`config.mk`:
```
export PLATFORM = sky130hd
export DESIGN_NAME = product_accumulator_flat
export DESIGN_NICKNAME = d
export VERILOG_FILES = /design/src/rtl/product_accumulator_if.sv /design/src/rtl/product_accumulator.sv /design/src/flat_wrapper.sv
export SDC_FILE = /design/constraint.sdc
export NUM_CORES = 1
export LEC_CHECK = 0
export ABC_AREA = 1
export CAP_MARGIN = 15
export CORE_MARGIN = 5
export CORE_UTILIZATION = 49
export CTS_CLUSTER_SIZE = 12
export DETAILED_ROUTE_END_ITERATION = 12
export PLACE_DENSITY = 0.76
export RECOVER_POWER = 50
export SYNTH_ARGS = -nofsm -noshare
export SYNTH_HDL_FRONTEND = slang
export SYNTH_SLANG_ARGS = --single-unit
```
`constraint.sdc`:
```
create_clock -name clk -period 1.85 [get_ports clk]
set_clock_uncertainty 0.05 [all_clocks]
set_input_delay 0.2775 -clock clk [delete_from_list [all_inputs] [get_ports clk]]
set_output_delay 0.2775 -clock clk [all_outputs]
set_load 0.02 [all_outputs]
```
`src/rtl/product_accumulator_if.sv`:
```
// Handshake bundle between the 2x2 multiplier product stream, the
// accumulator and the result consumer.
//
// Valid/ready rule for both channels: a transfer happens on a rising clk
// edge where valid and ready are both 1; the producer holds its data stable
// while valid=1 and ready=0, and ready never depends on valid.
interface product_accumulator_if #(
  parameter int ACC_W = 8
);
  logic             in_valid;
  logic             in_ready;
  logic [3:0]       p;
  logic             out_valid;
  logic             out_ready;
  logic [ACC_W-1:0] acc_out;
  logic             overflow;

  // Producer of products / consumer of results
  modport master (
    output in_valid,
    output p,
    output out_ready,
    input  in_ready,
    input  out_valid,
    input  acc_out,
    input  overflow
  );

  // The accumulator itself
  modport slave (
    input  in_valid,
    input  p,
    input  out_ready,
    output in_ready,
    output out_valid,
    output acc_out,
    output overflow
  );
endinterface

```
`src/rtl/product_accumulator.sv`:
```
// product_accumulator: sums COUNT consecutive 4-bit products from the 2x2
// multiplier and presents the sum as one result behind a valid/ready
// handshake. Two states: ACCUM (taking products) and HOLD (result waiting
// for the consumer).
//
// Optional build macro PRODUCT_ACCUMULATOR_SATURATE_EN: when defined, a
// frame whose running sum carries out of ACC_W bits clamps to all ones for
// the rest of the frame instead of wrapping. Overflow reports 1 either way.
module product_accumulator #(
  parameter int ACC_W = 8,
  parameter int COUNT = 4
) (
  input  logic                        clk,
  input  logic                        rst_n,
  input  logic                        clear,
  product_accumulator_if.slave        bus,
  output logic                        dbg_state_o
);

  localparam int CNT_W = (COUNT > 1) ? $clog2(COUNT) : 1;
  localparam logic [CNT_W-1:0] CNT_LAST = CNT_W'(COUNT - 1);

  typedef enum logic {
    ACCUM = 1'b0,
    HOLD  = 1'b1
  } state_t;

  state_t           state_q, state_d;
  logic [ACC_W-1:0] acc_q, acc_d;
  logic [CNT_W-1:0] cnt_q, cnt_d;
  logic             sticky_q, sticky_d;
  logic [ACC_W-1:0] acc_out_q, acc_out_d;
  logic             ovf_q, ovf_d;

  // Datapath for one addition: one extra bit catches the carry out.
  logic [ACC_W:0]   sum;
  logic             carry;
  logic [ACC_W-1:0] acc_val;
  logic             last;

  // Add the incoming product to the running sum and pick the stored value
  always_comb begin
    sum   = {1'b0, acc_q} + {{(ACC_W-3){1'b0}}, bus.p};
    carry = sum[ACC_W];
    last  = (cnt_q == CNT_LAST);
`ifdef PRODUCT_ACCUMULATOR_SATURATE_EN
    // Once a frame has carried, it stays pinned at the maximum value.
    acc_val = (carry || sticky_q) ? {ACC_W{1'b1}} : sum[ACC_W-1:0];
`else
    acc_val = sum[ACC_W-1:0];
`endif
  end

  // Next-state and register updates; clear outranks normal operation
  always_comb begin
    state_d   = state_q;
    acc_d     = acc_q;
    cnt_d     = cnt_q;
    sticky_d  = sticky_q;
    acc_out_d = acc_out_q;
    ovf_d     = ovf_q;

    if (clear) begin
      // Abort the frame; acc_out deliberately keeps the last result.
      state_d  = ACCUM;
      acc_d    = '0;
      cnt_d    = '0;
      sticky_d = 1'b0;
      ovf_d    = 1'b0;
    end else begin
      unique case (state_q)
        ACCUM: begin
          if (bus.in_valid) begin
            sticky_d = sticky_q | carry;
            if (!last) begin
              acc_d = acc_val;
              cnt_d = cnt_q + 1'b1;
            end else begin
              acc_out_d = acc_val;
              ovf_d     = sticky_q | carry;
              state_d   = HOLD;
            end
          end
        end
        HOLD: begin
          if (bus.out_ready) begin
            // Result consumed: start a fresh frame from zero.
            state_d  = ACCUM;
            acc_d    = '0;
            cnt_d    = '0;
            sticky_d = 1'b0;
            ovf_d    = 1'b0;
          end
        end
        default: begin
          state_d = ACCUM;
        end
      endcase
    end
  end

  // State and datapath registers with synchronous active-low reset
  always_ff @(posedge clk) begin
    if (!rst_n) begin
      state_q   <= ACCUM;
      acc_q     <= '0;
      cnt_q     <= '0;
      sticky_q  <= 1'b0;
      acc_out_q <= '0;
      ovf_q     <= 1'b0;
    end else begin
      state_q   <= state_d;
      acc_q     <= acc_d;
      cnt_q     <= cnt_d;
      sticky_q  <= sticky_d;
      acc_out_q <= acc_out_d;
      ovf_q     <= ovf_d;
    end
  end

  // Handshake flags come straight from the state so they can never disagree
  always_comb begin
    bus.in_ready  = (state_q == ACCUM);
    bus.out_valid = (state_q == HOLD);
    bus.acc_out   = acc_out_q;
    bus.overflow  = ovf_q;
    dbg_state_o   = state_q;
  end

  // The frame counter stays within 0..COUNT-1
  a_cnt_range: assert property (@(posedge clk) disable iff (!rst_n)
    cnt_q <= CNT_LAST);

  // Overflow is only ever reported alongside a pending result
  a_ovf_with_valid: assert property (@(posedge clk) disable iff (!rst_n)
    ovf_q |-> (state_q == HOLD));

endmodule
```
`src/flat_wrapper.sv`:
```
// flat-port wrapper written by rule: the top's interface ports become plain ports
module product_accumulator_flat 
#(
  parameter int ACC_W = 8,
  parameter int COUNT = 4
)
  (clk, rst_n, clear, dbg_state_o, bus_in_valid, bus_p, bus_out_ready, bus_in_ready, bus_out_valid, bus_acc_out, bus_overflow);
  product_accumulator_if #(.ACC_W(ACC_W)) bus_i ();
  input  logic clk;
  input  logic rst_n;
  input  logic clear;
  output logic dbg_state_o;
  input wire logic [$bits(bus_i.in_valid)-1:0] bus_in_valid;
  input wire logic [$bits(bus_i.p)-1:0] bus_p;
  input wire logic [$bits(bus_i.out_ready)-1:0] bus_out_ready;
  output wire logic [$bits(bus_i.in_ready)-1:0] bus_in_ready;
  output wire logic [$bits(bus_i.out_valid)-1:0] bus_out_valid;
  output wire logic [$bits(bus_i.acc_out)-1:0] bus_acc_out;
  output wire logic [$bits(bus_i.overflow)-1:0] bus_overflow;
  assign bus_i.in_valid = bus_in_valid;
  assign bus_i.p = bus_p;
  assign bus_i.out_ready = bus_out_ready;
  assign bus_in_ready = bus_i.in_ready;
  assign bus_out_valid = bus_i.out_valid;
  assign bus_acc_out = bus_i.acc_out;
  assign bus_overflow = bus_i.overflow;
  product_accumulator #(.ACC_W(ACC_W), .COUNT(COUNT)) u_core (.clk(clk), .rst_n(rst_n), .clear(clear), .bus(bus_i), .dbg_state_o(dbg_state_o));
endmodule
```
==> run summary, run 1 <==
status - finished clean
I/O pins - 21
PortBufs - 20
FF+latch count, synth - 21
Slew Limit Fails - 0
Worst-Skew Late Latency - 0.30 ns
Mapped Area - 1080 um^2
Final nets - 197
Initial DRC Count - 17
syn_nets - 167
vias - 1047
die extent in y - 57.0 um
first-pass GRT wire length - 3900 um
CTS H-tree depth - 1
# diodes - 0
max cap viols - 0
maximum VDD drop - 0.000383 V
Filler cells - 204
vias in the first global route - 943
crit path kind - flip-flop to flip-flop
RD Place Congestion - 0.893
Num CTS Buffers - 3
critical path arrival - 1.95 ns
DR pass1 iterations - 4
Max Freq - 0.573 GHz
initial antenna violation count - 0
Final Total Pwr - 0.784 mW
Starting Density - 49.9%
area of the die - 3250 um^2
Die Wd - 57.0 um
clock transition at the registers of the reported paths - 0.12 ns
# setup viols final - 0
CORE AREA - 2170 um^2
root buffer cell - clkbuf_4
CTS tree - done
post-synthesis area per instance - 7.13 um^2
std cell rows - 17
GRT overflow - 0
Yosys cell types - 25
Post-Route WL - 2390 um
Yosys warning count - 0
sequential area share after synthesis - 38.8%
final hold violations - 0
GRT Total Usage - 15.1%
drc violations - 0
period utilization - 94.3%
Vias/cell - 5.01
Pwr Density - 557 nW/um^2
Lkg Pwr - 0.670 nW
Hold Buf Count CTS - 0
largest net degree at the start of global routing - 13
area grow syn2layout - 29.9%
relative slew slack - 79.7%
DR WL/cell - 11.4 um
cells after synthesis - 152
layout cells sized above 1 - 13.3%
CP Capture Type - flip-flop
Clock Sinks - 21
worst endpoint required time - 2.06 ns
Post-DP HPWL - 1860 um
leading cell type in the layout, fill and taps excluded - nand2_1
Critical Path Fanout Max - 3
crit path time final - 1.75 ns
HP Class - input port to flip-flop
CTS max path bufs - 2
DRT antenna net count - 0
CP startpoint kind - flip-flop
worst-margin pin slew - 0.305 ns
most frequent cells in the layout - nand2_1, inv_1, dfxtp_1, nor2_1, a21oi_1
utilization after layout - 64.9%
## layer usage
metal	routed length [um]	track usage [%]	part of all wire, %
met1	994	16.9	42
met2	1240	27.9	52
met3	113	2.71	4.7
met4	43	5.96	1.8
met5	0	0	0
## area by class of cell
cell class                      count  area [um^2]  area share [%]
Clock inverter                      1         5.00           0.356
Clock buffer                        3         22.5            1.60
Timing Repair Buffer               28          259            18.4
Inverter                           23         86.3            6.13
Tap cell                           28         35.0            2.49
Sequential cell                    21          422            30.0
Multi-Input combinational cell    105          578            41.1
## state kept, by name (all words and copies together), names as in the netlist
signal                flops
u_core.acc_q              8
u_core.bus.overflow       1
u_core.cnt_q              2
u_core.bus.acc_out        8
u_core.bus.out_valid      1
u_core.sticky_q           1
## timing repair
action	in CTS	in global routing
resized for setup	0	9
setup endpoints to repair	0	6
setup buffers	0	2
## cells by family after synthesis
group / after synthesis / synth area share [%]
buf+inv: 26 / 10.2
fa+ha+maj: 6 / 7.62
xor+xnor: 3 / 2.43
flops: 21 / 38.8
simple gates: 73 / 30.0
compound gates: 23 / 11.0
## worst max-delay path, cell delays in order (launching register included)
cell	delay (ns)
dfxtp_2	0.38
ha_4	0.14
inv_2	0.04
fa_2	0.37
nand3b_1	0.17
nand2_2	0.09
xor2_1	0.21
buf_4	0.15
o21ai_2	0.04
inv_1	0.05
## synth_stat cells (all sizes together)
cell type,number,area share (%)
a21oi,13,6.0
buf,3,2.2
clkinv,1,0.35
dfxtp,21,39
fa,1,1.8
ha,5,5.8
inv,22,7.6
nand2,42,15
nand3,6,2.8
nand3b,2,1.4
nand4,1,0.58
nor2,20,8.3
nor3b,1,1.2
o21ai,8,3.7
o21bai,1,0.69
o22ai,1,0.58
or2,1,0.58
xnor2,1,0.81
xor2,2,1.6
## path summary, 6_finish.rpt
check / start / endpoint / slack, ns / depth (start not counted)
worst min register to register: u_core.cnt_q[0] / u_core.cnt_q[0] / 0.41 / 1
worst min-delay path: bus_p[0] / u_core.bus.acc_out[0] / 0.34 / 4
worst max-delay path: u_core.acc_q[0] / u_core.bus.acc_out[4] / 0.10 / 9
worst max register to register: u_core.acc_q[0] / u_core.bus.acc_out[4] / 0.10 / 9
## per-stage QoR
| stage | TNS [ns] | hold slack, ns | cells | setup slack, ns | area [um^2] |
|---|---|---|---|---|---|
| after floorplan | 0 | 0.363 | 152 | 0.228 | 1080 |
| after detailed placement | -2.21 | 0.399 | 203 | -0.281 | 1340 |
| after global routing | -0.0241 | 0.354 | 209 | -0.0241 | 1410 |
| after global placement | -1.75 | 0.389 | 203 | -0.254 | 1340 |
| final | 0 | 0.344 | 209 | 0.105 | 1410 |
| after CTS | 0 | 0.417 | 207 | 0.0390 | 1370 |
## power by group
group	switching (mW)	internal (mW)	leakage, nW
Clock	0.144	0.0807	0.0177
Sequential	0.00396	0.458	0.170
Combinational	0.0516	0.0461	0.482
Note: power is estimated with default switching activity, not from simulation.
==> run 2: changes to the inputs <==
--- a/config.mk
+++ b/config.mk
@@ -13,6 +13,7 @@
 export DETAILED_ROUTE_END_ITERATION = 12
 export PLACE_DENSITY = 0.76
 export RECOVER_POWER = 50
+export SETUP_SLACK_MARGIN = 0.05
 export SYNTH_ARGS = -nofsm -noshare
 export SYNTH_HDL_FRONTEND = slang
 export SYNTH_SLANG_ARGS = --single-unit
==> run summary, run 2 (synthesized netlist as in run 1, its figures left out) <==
status - finished clean (unchanged)
CP Cell Sequence - clkdlybuf4s50_1 (was ha_4 > inv_2 > fa_2 > nand3b_1 > nand2_2 > xor2_1 > buf_4 > o21ai_2 > inv_1)
Initial DRC Count - 11 (was 17)
HP Class - input port to flip-flop (unchanged)
Pwr Density - 561 nW/um^2 (was 557 nW/um^2)
vias - 1040 (was 1047)
Final nets - 196 (was 197)
RD Place Congestion - 0.893 (unchanged)
CP bufs+invs - 1 (was 3)
layout cells sized above 1 - 13.9% (was 13.3%)
hold slack final - 0.345 ns (was 0.344 ns)
GRT Total Usage - 15.1% (unchanged)
Post-DP HPWL - 1860 um (unchanged)
CTS H-tree depth - 1 (unchanged)
net switching power - 0.204 mW (was 0.200 mW)
GRT overflow - 0 (unchanged)
Num CTS Buffers - 3 (unchanged)
Internal Power - 0.583 mW (was 0.584 mW)
final hold violations - 0 (unchanged)
Max stage delay on crit path - 0.64 ns (was 0.38 ns)
Sw Share - 25.9% (was 25.5%)
hold depth - 4 (unchanged)
r2r startpoint - u_core.acc_q[0] (unchanged)
r2r setup slk - 0.14 ns (was 0.10 ns)
Clock Power Share - 29.0% (was 28.7%)
fin cells - 208 (was 209)
vias in the first global route - 943 (unchanged)
worst-margin pin slew - 0.310 ns (was 0.305 ns)
Post-Route WL - 2410 um (was 2390 um)
Die Wd - 57.0 um (unchanged)
crit path kind - flip-flop to output pin (was flip-flop to flip-flop)
die extent in y - 57.0 um (unchanged)
worst endpoint required time - 1.52 ns (was 2.06 ns)
DRT antenna net count - 0 (unchanged)
DR pass1 iterations - 4 (unchanged)
Hold Buf Count CTS - 0 (unchanged)
critical path arrival - 1.41 ns (was 1.95 ns)
first-pass GRT wire length - 3900 um (unchanged)
origin of the worst min-delay path - bus_p[0] (unchanged)
I/O pins - 21 (unchanged)
std cell rows - 17 (unchanged)
area of the die - 3250 um^2 (unchanged)
maximum VDD drop - 0.000393 V (was 0.000383 V)
sequential share of power - 58.7% (was 58.9%)
CP startpoint - u_core.bus.out_valid (was u_core.acc_q[0])
Starting Density - 49.9% (unchanged)
Lkg Pwr - 0.659 nW (was 0.670 nW)
Max Freq - 0.575 GHz (was 0.573 GHz)
Vias/cell - 5.00 (was 5.01)
max cap viols - 0 (unchanged)
worst reg2reg path depth - 8 (was 9)
Slew Limit Fails - 0 (unchanged)
initial antenna violation count - 0 (unchanged)
root buffer cell - clkbuf_4 (unchanged)
Placement Setup Slack - -0.281 ns (unchanged)
# setup viols final - 0 (unchanged)
CORE AREA - 2170 um^2 (unchanged)
RSZ-0062 raised after global routing - yes
crit path time final - 1.74 ns (was 1.75 ns)
clock transition at the registers of the reported paths - 0.13 ns (was 0.12 ns)
relative slew slack - 79.4% (was 79.7%)
Clock Sinks - 21 (unchanged)
CP startpoint kind - flip-flop (unchanged)
end of the worst register-to-register path - u_core.acc_q[4] (was u_core.bus.acc_out[4])
PortBufs - 20 (unchanged)
fin worst setup slack - 0.109 ns (was 0.105 ns)
Critical Path Fanout Max - 5 (was 3)
# diodes - 0 (unchanged)
CP Capture Type - output pin (was flip-flop)
critical path's slowest cell - clkdlybuf4s50_1 (was dfxtp_2)
area grow syn2layout - 29.6% (was 29.9%)
leading cell type in the layout, fill and taps excluded - nand2_1 (unchanged)
Worst-Skew Late Latency - 0.31 ns (was 0.30 ns)
CTS tree - done (unchanged)
DR WL/cell - 11.6 um (was 11.4 um)
most frequent cells in the layout - nand2_1, inv_1, dfxtp_1, nor2_1, a21oi_1 (unchanged)
largest net degree at the start of global routing - 13 (unchanged)
CTS max path bufs - 2 (unchanged)
Gate power share - 12.3% (was 12.4%)
drc violations - 0 (unchanged)
Final Total Pwr - 0.787 mW (was 0.784 mW)
CP top delay family - buffers and inverters (was adder cells)
period utilization - 94.1% (was 94.3%)
Hold Path End - u_core.bus.acc_out[0] (unchanged)
placed insts - 203 (unchanged)
run 2: through the flow:
| step | util [%] | instance area [um^2] | setup TNS, ns |
|---|---|---|---|
| finish | 64.7 | 1400 | 0 |
| global route | 64.7 | 1400 | 0 |
| CTS | 63.1 | 1370 | 0 |
| detailed placement | 61.8 | 1340 | -2.21 |
| global placement | 61.8 | 1340 | -1.75 |
| floorplan | - | 1080 | 0 |
run 2: worst max-delay path by stage:
stage,end,slack [ns],cells past startpoint
2_1_floorplan,u_core.bus.acc_out[6],0.23,10
6_report,bus_out_valid,0.11,1
3_5_place_dp,u_core.acc_q[4],-0.28,9
5_1_grt,u_core.acc_q[4],0.001,8
3_3_place_gp,u_core.bus.acc_out[6],-0.25,11
4_1_cts,u_core.acc_q[4],0.05,9
run 2: repair_timing:
| item | CTS | global route |
|---|---|---|
| setup endpoints to repair | 1 | 8 |
| resized for setup | 1 | 11 |
| buffers inserted | 0 | 1 |
| pin swaps | 0 | 5 |
| cloned | 0 | 0 |
run 2: worst reg2reg max path, cell delays in order, from the launching register on:
cell and delay (ns):
dfxtp_2 0.38, ha_4 0.14, inv_2 0.04, fa_2 0.37, nand3b_1 0.17, nand2_2 0.12
xor2_2 0.18, nand2_1 0.08, a21oi_2 0.12
run 2: metal layers:
metal,GRT usage (%),wire length (um)
met1,16.9,1020
met3,2.71,97
met5,0,0
met4,5.96,43
met2,27.9,1250
run 2: cell type report:
class	instances	area (um^2)
clock buffers	3	22.5
clock inverters	1	5.00
fillers	205	766
inverters	23	86.3
multi-input cells	105	588
flip-flops and latches	21	422
well taps	28	35.0
repair buffers	27	245
run 2: power by group through the flow:
stage	clock network [mW]	logic (mW)	registers, mW
finish	0.228	0.0968	0.462
global placement	0	0.0887	0.471
CTS	0.235	0.0921	0.461
detailed placement	0	0.0915	0.471
floorplan	0	0.0491	0.471
global route	0.258	0.107	0.463
==> run 3: changes to the inputs <==
--- a/config.mk
+++ b/config.mk
@@ -14,6 +14,7 @@
 export PLACE_DENSITY = 0.76
 export RECOVER_POWER = 50
 export SETUP_SLACK_MARGIN = 0.05
+export SLEW_MARGIN = 20
 export SYNTH_ARGS = -nofsm -noshare
 export SYNTH_HDL_FRONTEND = slang
 export SYNTH_SLANG_ARGS = --single-unit
==> results of run 3 <==
The final DEF is identical to that of run 2; final timing and power are the same.
==> patch, RTL diff (settings of run 2) <==
`COUNT` is set to 4 in 2 places; all go to 8. Comments in the files are not updated.
--- a/src/rtl/product_accumulator.sv
+++ b/src/rtl/product_accumulator.sv
@@ -9,5 +9,5 @@
 module product_accumulator #(
   parameter int ACC_W = 8,
-  parameter int COUNT = 4
+  parameter int COUNT = 8
 ) (
   input  logic                        clk,
--- a/src/flat_wrapper.sv
+++ b/src/flat_wrapper.sv
@@ -3,5 +3,5 @@
 #(
   parameter int ACC_W = 8,
-  parameter int COUNT = 4
+  parameter int COUNT = 8
 )
   (clk, rst_n, clear, dbg_state_o, bus_in_valid, bus_p, bus_out_ready, bus_in_ready, bus_out_valid, bus_acc_out, bus_overflow);
Behaviour: not the same (Yosys sat finds a counterexample within 10 cycles, from zero or initial values and one cycle with rst_n low).
==> patch against run 2 <==
Utilization down 0.78 points. Sequential cell count grew 1. Setup slack gained 0.034 ns. Wire length is 11% higher. First-iteration DRC count grew 55%. Area after synthesis grew 9.6%. Total power rose by 8.5%. Design area up 2.7%. Highest routed layer unchanged.
==> patch: results (changes against run 2) <==
* Status: complete, no violations
* Placed cell count at 208 (+2.5%)
* Worst vdd ir at 0.000427 V (+8.6%)
* Final net count at 201 (+2.6%)
* Cells after Synth at 160 (+5.3%)
* Largest cells by area after synthesis: dfxtp_1, nand2_1, ha_1
* Max stage delay on crit path at 0.42 ns (-0.22 ns)
* Num Clock Sinks at 22 (+4.8%)
* GP Congestion at 0.781 (-13%)
* Commonest cells post-synth: nand2_1, dfxtp_1, inv_1
* Critical Path Fanout Max at 4 (-1)
* Slew HR at 78.7% (-0.69 points)
* Share of cells above drive strength 1 at 13.6% (-0.30 points)
* WP data arrival at 1.88 ns (+0.47 ns)
* Vias at 1074 (+3.3%)
* Leak at 0.669 nW (+1.5%)
* Syn_nets at 176 (+5.4%)
* DP Wirelength at 2060 um (+11%)
* Dpl ws at -0.199 ns (+0.0821 ns)
* Hold Crit Class: reg -> reg
* Overall routing resource usage at 16.6% (+1.5 points)
* Post-synthesis sequential area ratio at 37.1% (-1.7 points)
* Switching share of total power at 25.1% (-0.82 points)
* Post-CTS sizing at 0 (-1)
* Initial DRC count at 17 (+6)
* Netlist cell types at 27 (+8.0%)
* Crit-path leading delay family: adder cells
[patch: cell types whose count changed after synthesis, moves of 3 or more]
cell,delta
o21ai_1,-3
nor2_1,-7
nand3_1,+5
nor2_2,+5
inv_1,-5
[patch: cell type report]
| cell class | count | area, um2 |
|---|---|---|
| repair buffers | 25 | 235 |
| fillers | 225 | 813 |
| flip-flops and latches | 22 | 440 |
| multi-input cells | 113 | 617 |
| well taps | 28 | 35.0 |
| clock buffers | 4 | 36.3 |
| inverters | 20 | 77.6 |
[patch: cells by family after synthesis]
family	count (synthesis)	share of synthesized area, %
compound gates	26	12.2
xor+xnor	2	1.48
fa+ha+maj	7	8.01
buf+inv	25	9.80
flops	22	37.1
simple gates	78	31.4
[patch: final timing paths]
check | start | to | slack, ns | cells after the start
setup / recovery | bus_p[0] | u_core.bus.acc_out[4] | 0.14 | 8
setup reg to reg | u_core.acc_q[0] | u_core.bus.acc_out[4] | 0.23 | 7
hold / removal | u_core.acc_q[3] | u_core.acc_q[3] | 0.43 | 2
hold reg to reg | u_core.acc_q[3] | u_core.acc_q[3] | 0.43 | 2
[patch: power groups by stage]
| stage | clock network, mW | logic [mW] | registers [mW] |
|---|---|---|---|
| finish | 0.278 | 0.0926 | 0.483 |
| detailed placement | 0 | 0.0957 | 0.493 |
| CTS | 0.282 | 0.0961 | 0.483 |
| global placement | 0 | 0.0926 | 0.493 |
| global route | 0.303 | 0.104 | 0.484 |
| floorplan | 0 | 0.0579 | 0.492 |
[patch: layer usage]
metal | global-route usage (%) | wire (um) | vias up
met5 | 0 | 0 | -
met4 | 8.41 | 46 | 0
met3 | 3.27 | 124 | 6
met2 | 28.1 | 1310 | 25
met1 | 19.7 | 1180 | 486
li1 | - | - | 557
